**src/rtl/qubo_demon_sched.sv**
```systemverilog
// qubo_demon_sched
// Sequences a microcanonical (demon) annealing run over a spin vector.
// Each spin is offered in turn to an external datapath, which returns the
// signed energy change for flipping it. The flip is taken only when the demon
// can pay for it, and the demon absorbs whatever energy the flip releases.
// A run is MAX_COUNT full sweeps. After that the block parks in DONE.
//
// Ports
//   clk, rst_n   clock, synchronous active-low reset
//   ena          global enable; low freezes every register
//   start        run request, honoured in IDLE and DONE only
//   demon_init   demon energy loaded at run start
//   de_req       asks the datapath for the energy change of spin de_idx
//   de_idx       spin under evaluation
//   de_valid     datapath response strobe, honoured in REQ only
//   de_val       signed energy change if spin de_idx flips
//   spins        current spin vector
//   demon_e      current demon energy
//   sweep_cnt    sweeps completed in this run
//   busy, done   run in progress / run finished
//
// state | meaning
// IDLE  | after reset, waiting for start
// REQ   | de_req high, waiting for the datapath response
// APPLY | one cycle: accept/reject the flip, advance the index
// DONE  | run finished, results held until start or reset
module qubo_demon_sched #(
  parameter int N_SPINS   = 8,
  parameter int E_WIDTH   = 8,
  parameter int MAX_COUNT = 10000000
) (
  input  logic                           clk,
  input  logic                           rst_n,
  input  logic                           ena,
  input  logic                           start,
  input  logic [E_WIDTH-1:0]             demon_init,
  output logic                           de_req,
  output logic [$clog2(N_SPINS)-1:0]     de_idx,
  input  logic                           de_valid,
  input  logic [E_WIDTH:0]               de_val,
  output logic [N_SPINS-1:0]             spins,
  output logic [E_WIDTH-1:0]             demon_e,
  output logic [$clog2(MAX_COUNT+1)-1:0] sweep_cnt,
  output logic                           busy,
  output logic                           done
);

  localparam int IDX_W = $clog2(N_SPINS);
  localparam int CNT_W = $clog2(MAX_COUNT+1);
  localparam logic [IDX_W-1:0] IDX_LAST = IDX_W'(N_SPINS-1);
  localparam logic [CNT_W-1:0] CNT_MAX  = CNT_W'(MAX_COUNT);

  typedef enum logic [1:0] {S_IDLE, S_REQ, S_APPLY, S_DONE} state_t;

  state_t               state_q, state_d;
  logic [N_SPINS-1:0]   spins_q, spins_d;
  logic [E_WIDTH-1:0]   demon_q, demon_d;
  logic [IDX_W-1:0]     idx_q, idx_d;
  logic [CNT_W-1:0]     cnt_q, cnt_d;
  logic [E_WIDTH:0]     val_q, val_d;
  logic                 accept;
  logic signed [E_WIDTH+1:0] diff;

  always_ff @(posedge clk) begin
    if (!rst_n) begin
      state_q <= S_IDLE;
      spins_q <= '0;
      demon_q <= '0;
      idx_q   <= '0;
      cnt_q   <= '0;
      val_q   <= '0;
    end else if (ena) begin
      state_q <= state_d;
      spins_q <= spins_d;
      demon_q <= demon_d;
      idx_q   <= idx_d;
      cnt_q   <= cnt_d;
      val_q   <= val_d;
    end
  end

  always_comb begin
    state_d = state_q;
    spins_d = spins_q;
    demon_d = demon_q;
    idx_d   = idx_q;
    cnt_d   = cnt_q;
    val_d   = val_q;
    accept  = 1'b0;
    diff    = '0;
    case (state_q)
      S_IDLE, S_DONE: begin
        if (start) begin
          demon_d = demon_init;
          idx_d   = '0;
          cnt_d   = '0;
          state_d = S_REQ;
        end
      end
      S_REQ: begin
        if (de_valid) begin
          val_d   = de_val;
          state_d = S_APPLY;
        end
      end
      S_APPLY: begin
        // demon is zero-extended so it always compares as non-negative
        accept = $signed(val_q) <= $signed({1'b0, demon_q});
        // two guard bits: a negative de_val can push the sum past 2^E_WIDTH-1
        diff = $signed({2'b00, demon_q}) - $signed({val_q[E_WIDTH], val_q});
        if (accept) begin
          spins_d[idx_q] = ~spins_q[idx_q];
          demon_d = (|diff[E_WIDTH+1:E_WIDTH]) ? '1 : diff[E_WIDTH-1:0];
        end
        if (idx_q == IDX_LAST) begin
          idx_d   = '0;
          cnt_d   = cnt_q + CNT_W'(1);
          state_d = (cnt_d == CNT_MAX) ? S_DONE : S_REQ;
        end else begin
          idx_d   = idx_q + IDX_W'(1);
          state_d = S_REQ;
        end
      end
      default: state_d = S_IDLE;
    endcase
  end

  assign de_req    = (state_q == S_REQ);
  assign busy      = (state_q == S_REQ) || (state_q == S_APPLY);
  assign done      = (state_q == S_DONE);
  assign de_idx    = idx_q;
  assign spins     = spins_q;
  assign demon_e   = demon_q;
  assign sweep_cnt = cnt_q;

endmodule
```
**config.mk**
```make
export PLATFORM = sky130hd
export DESIGN_NAME = qubo_demon_sched
export DESIGN_NICKNAME = d
export VERILOG_FILES = /design/src/rtl/qubo_demon_sched.sv
export SDC_FILE = /design/constraint.sdc
export NUM_CORES = 1
export LEC_CHECK = 0
export ABC_AREA = 1
export CAP_MARGIN = 0
export CORE_AREA = 2 2 77 97
export CTS_CLUSTER_DIAMETER = 30
export DETAILED_ROUTE_END_ITERATION = 16
export DIE_AREA = 0 0 79 99
export GPL_TIMING_DRIVEN = 0
export MAX_ROUTING_LAYER = met4
export PLACE_DENSITY = 0.73
export SYNTH_ARGS = -nofsm -noshare
export SYNTH_HDL_FRONTEND = slang
export SYNTH_SLANG_ARGS = --single-unit
```
**constraint.sdc**
```tcl
create_clock -name clk -period 5.2 [get_ports clk]
set_input_delay 0.78 -clock clk [delete_from_list [all_inputs] [get_ports clk]]
set_output_delay 0.78 -clock clk [all_outputs]
set_load 0.005 [all_outputs]
```
==> results.txt <==
- Post-Route Setup TNS: 0 ps
- Crit path setup slack, layout: 2636 ps
* Number of antenna-violating nets in the routed design: 0
- Clock tree synthesis inserted a total of 5 buffers.
* Cell family with the largest share of critical-path delay: buffers and inverters
- Row generation in the floorplan step produced 34 rows.
- Setup crit start kind: input pin
- Final-report setup violation count: 0
- The via count of the first global-routing pass came to 3559.
- Count of yosys warnings during synthesis: 0
- The die is 99 um tall.
- The synthesized design devotes to its leading area cell type 31.59% of total area.
- The number of max-slew violations in the final report was 0.
* Critical-path cell with the highest stage delay: sky130_fd_sc_hd__clkdlybuf4s50_1
- Most used standard cell by instance count after synthesis: sky130_fd_sc_hd__nand2_1
* Final count of hold timing violations: 0
* Setup Buffers After CTS: 0
- For this design, the CTS-stage hold fixing added 0 buffers.
- Mean number of vias per cell: 5.203
- For this configuration, the core starts out at a cell density of 49.66%.
- Power density relative to cell area: 213.3 nW/um^2
- Number of max-cap violations: 0
* Sequential element share of the synthesized area: 31.59%
- Syn_nets: 567
* HPWL after DPL: 7147 um
* Sequential fraction of design power: 47.1%
- Number of inserted diodes: 0
- Number of enable flip-flop cells after synthesis: 0
* Max incr delay on CP: 530 ps
* Synth Register Bits: 54
* Die outline area: 7821 sq um
* Share of flip-flops with an asynchronous set or reset: 0%
- WP buf/inv: 4
- Post-placement worst setup slack: 2294 ps
- After clock tree synthesis, the clock-pin slew on the worst setup and hold paths is 100 ps.
* Area inside the core boundary: 6892 sq um
* Number of distinct standard cells referenced by the synthesized netlist: 38
- Cell taking the most area after synthesis: sky130_fd_sc_hd__dfxtp_1
- Final routed DRC violation total: 0
* Chip Width: 79 um
* First-pass GRT wire length: 15370 um
- From synthesis to final layout, the design area changed by 26.07%.
- The internal portion of the total power is 651.9 uW.
- Net Sw Frac: 29.17%
- The synthesized netlist occupies a cell area of 3422 sq um.
- CTS tree: built
- The analysis attributes to cell leakage a power of 1.700 nW.
- Mapped Cells: 528
* Clock tree root buffer cell: sky130_fd_sc_hd__clkbuf_8
* WP data arrival: 2750 ps
- GR Util met1: 26.88%
- Cts repair resizes: 0
- Setup repair after global routing left no endpoint under its margin.
- Synth cell count leaders: 129 x sky130_fd_sc_hd__nand2_1, 71 x sky130_fd_sc_hd__inv_1, 64 x sky130_fd_sc_hd__nor2_1
- The routed layout has 3606 vias.
- Global routing used 24.96% of the available tracks.
- The worst setup path is captured at a flop.
- Antenna violations before repair: 0
- Of the cells placed in the final design, the portion with a size suffix greater than 1 is 6.633%.
* Overflow left after global routing: 0
* Pin slew with the least headroom to its limit: 700.9 ps
* DR WL/cell: 13.10 um
- Met2 usage in global routing: 45.05%
- Entering global routing, the biggest net connects 17 pins.
- CP cell instances: clkdlybuf4s50_1, o21ai_1, a21oi_2, inv_2, a21oi_4, or2_1, buf_2, buf_4, o22ai_1
- Detailed Route Iter0 Violations: 185
- Grt peak-use layer: met2
- CTS saw 54 sinks.
- GRT met3 Usage: 3.571%
- Power dissipated by switching net loads: 268.4 uW
* RD Place Congestion: 0.9651
* Synth Flop Type: sky130_fd_sc_hd__dfxtp_1
- Result of the run: finished, final reports clean
- Maximum clock frequency: 0.3901 GHz
* Nets: 641
- Averaged over all synthesized cells, the footprint is 6.481 sq um.
* Layout Skew: 6.418 ps
* Total routed wirelength: 9076 um
* Maximum fanout along the worst path: 10
* Req. time, crit path: 5380 ps
* Core occupancy in the finished layout: 62.60%
- Final critical-path share of the clock period: 49.30%
- In this run the tightest slew margin relative to its limit is 53.27%.
* WS Path Type: in -> reg
- Portion of total power attributed to combinational logic: 22.0%
* H-tree levels: 2
- In this run the tool buffered the top-level ports with 67 buffer cells.
- Counting along the longest clock path gives a buffer depth of 2.
- Share of power burned in the clock network: 30.9%
* Num ports: 68
- The later pin in the worst-skew pair is clocked with a latency of 310 ps.
* Tmin final: 2564 ps
- VDD sags by at most 0.1254 mV.
* Top cells by area in the synthesized netlist: sky130_fd_sc_hd__dfxtp_1 32%, sky130_fd_sc_hd__nand2_1 14%, sky130_fd_sc_hd__inv_1 7.8%, sky130_fd_sc_hd__nor2_1 7.0%, sky130_fd_sc_hd__nand3_1 6.7%
* Router iterations before antenna repair: 4
- HP Class: reg -> reg
## worst min-delay path: cells and delay by family, from the launching register on
family	cells	cell delay [ps]
AO/OA/AOI/OAI	1	50
buffers and inverters	1	50
flip-flops	1	330
## final cells by class
cell class                 count  area, sq um
timing repair buffer          67        670.6
inverter                      75        281.5
multi-input combinational    385         1991
clock inverter                 3        40.04
buffer                        14        68.82
tap                           90        112.6
clock buffer                   5        68.82
sequential                    54         1081
fill                         682         2577
## worst paths after layout
path	startpoint	to	slack (ps)	depth (start not counted)
hold / removal	val_q[0]	val_q[0]	460	2
setup reg to reg	state_q[0]	sweep_cnt[17]	2760	11
hold reg to reg	val_q[0]	val_q[0]	460	2
setup / recovery	ena	sweep_cnt[17]	2640	9
## sequential cells by signal (all words and copies together), names as in the netlist
register,count
demon_e,8
sweep_cnt,24
val_q,9
de_idx,3
state_q,2
spins,8
## cells by family after synthesis
logic type | count (synthesis) | synth area share (%)
and+or+nand+nor | 264 | 32.58
adders and majority gates | 17 | 6.435
xor gates and xnor gates | 10 | 2.779
AOI/OAI and AO/OA | 94 | 16.38
DFF | 54 | 31.59
buffers and inverters | 89 | 10.24
## layer usage
layer	share of wire, %	wire, um	up-vias
met5	0	0	-
met4	2.8	255	0
met3	4.5	411	22
met2	52	4687	104
met1	41	3722	1631
li1	-	-	1849
## placed cells by master, fill, tap and decap left out, types with 3 or more instances in the layout
cell	netlist	layout
sky130_fd_sc_hd__clkbuf_8	0	5
sky130_fd_sc_hd__or2_2	7	7
sky130_fd_sc_hd__nor2_2	5	5
sky130_fd_sc_hd__o22ai_1	10	10
sky130_fd_sc_hd__clkbuf_1	10	10
sky130_fd_sc_hd__ha_1	16	16
sky130_fd_sc_hd__nand3_1	46	46
sky130_fd_sc_hd__o21ai_0	31	31
sky130_fd_sc_hd__a21oi_2	3	3
sky130_fd_sc_hd__xnor2_1	3	3
sky130_fd_sc_hd__nand4_1	3	3
sky130_fd_sc_hd__dfxtp_1	54	54
sky130_fd_sc_hd__inv_2	4	4
sky130_fd_sc_hd__o31ai_1	5	5
sky130_fd_sc_hd__clkdlybuf4s50_1	0	67
sky130_fd_sc_hd__inv_1	71	71
sky130_fd_sc_hd__nand2_1	129	129
sky130_fd_sc_hd__nor3_1	4	4
sky130_fd_sc_hd__a21oi_1	31	31
sky130_fd_sc_hd__nor2_1	64	64
sky130_fd_sc_hd__xor2_1	6	6
## power groups by stage
stage                     Sequential, mW  Combinational (mW)  Clock [mW]
after floorplan                    0.442               0.134           0
final                              0.433               0.202       0.284
after global placement             0.443               0.199           0
after detailed placement           0.443               0.202           0
after CTS                          0.434               0.203       0.293
after global routing               0.436               0.226       0.311
## metrics by stage
| stage | cells | total power [mW] | area (sq um) | hold WS [ps] |
|---|---|---|---|---|
| floorplan | 528 | 0.5755 | 3422 | 427.5 |
| global placement | 685 | 0.6419 | 4205 | 439.9 |
| detailed placement | 685 | 0.6445 | 4205 | 442.5 |
| CTS | 693 | 0.9295 | 4314 | 457.3 |
| global route | 693 | 0.9734 | 4314 | 494.4 |
| finish | 693 | 0.9203 | 4314 | 459.0 |
Power figures use the tool's default switching activity.
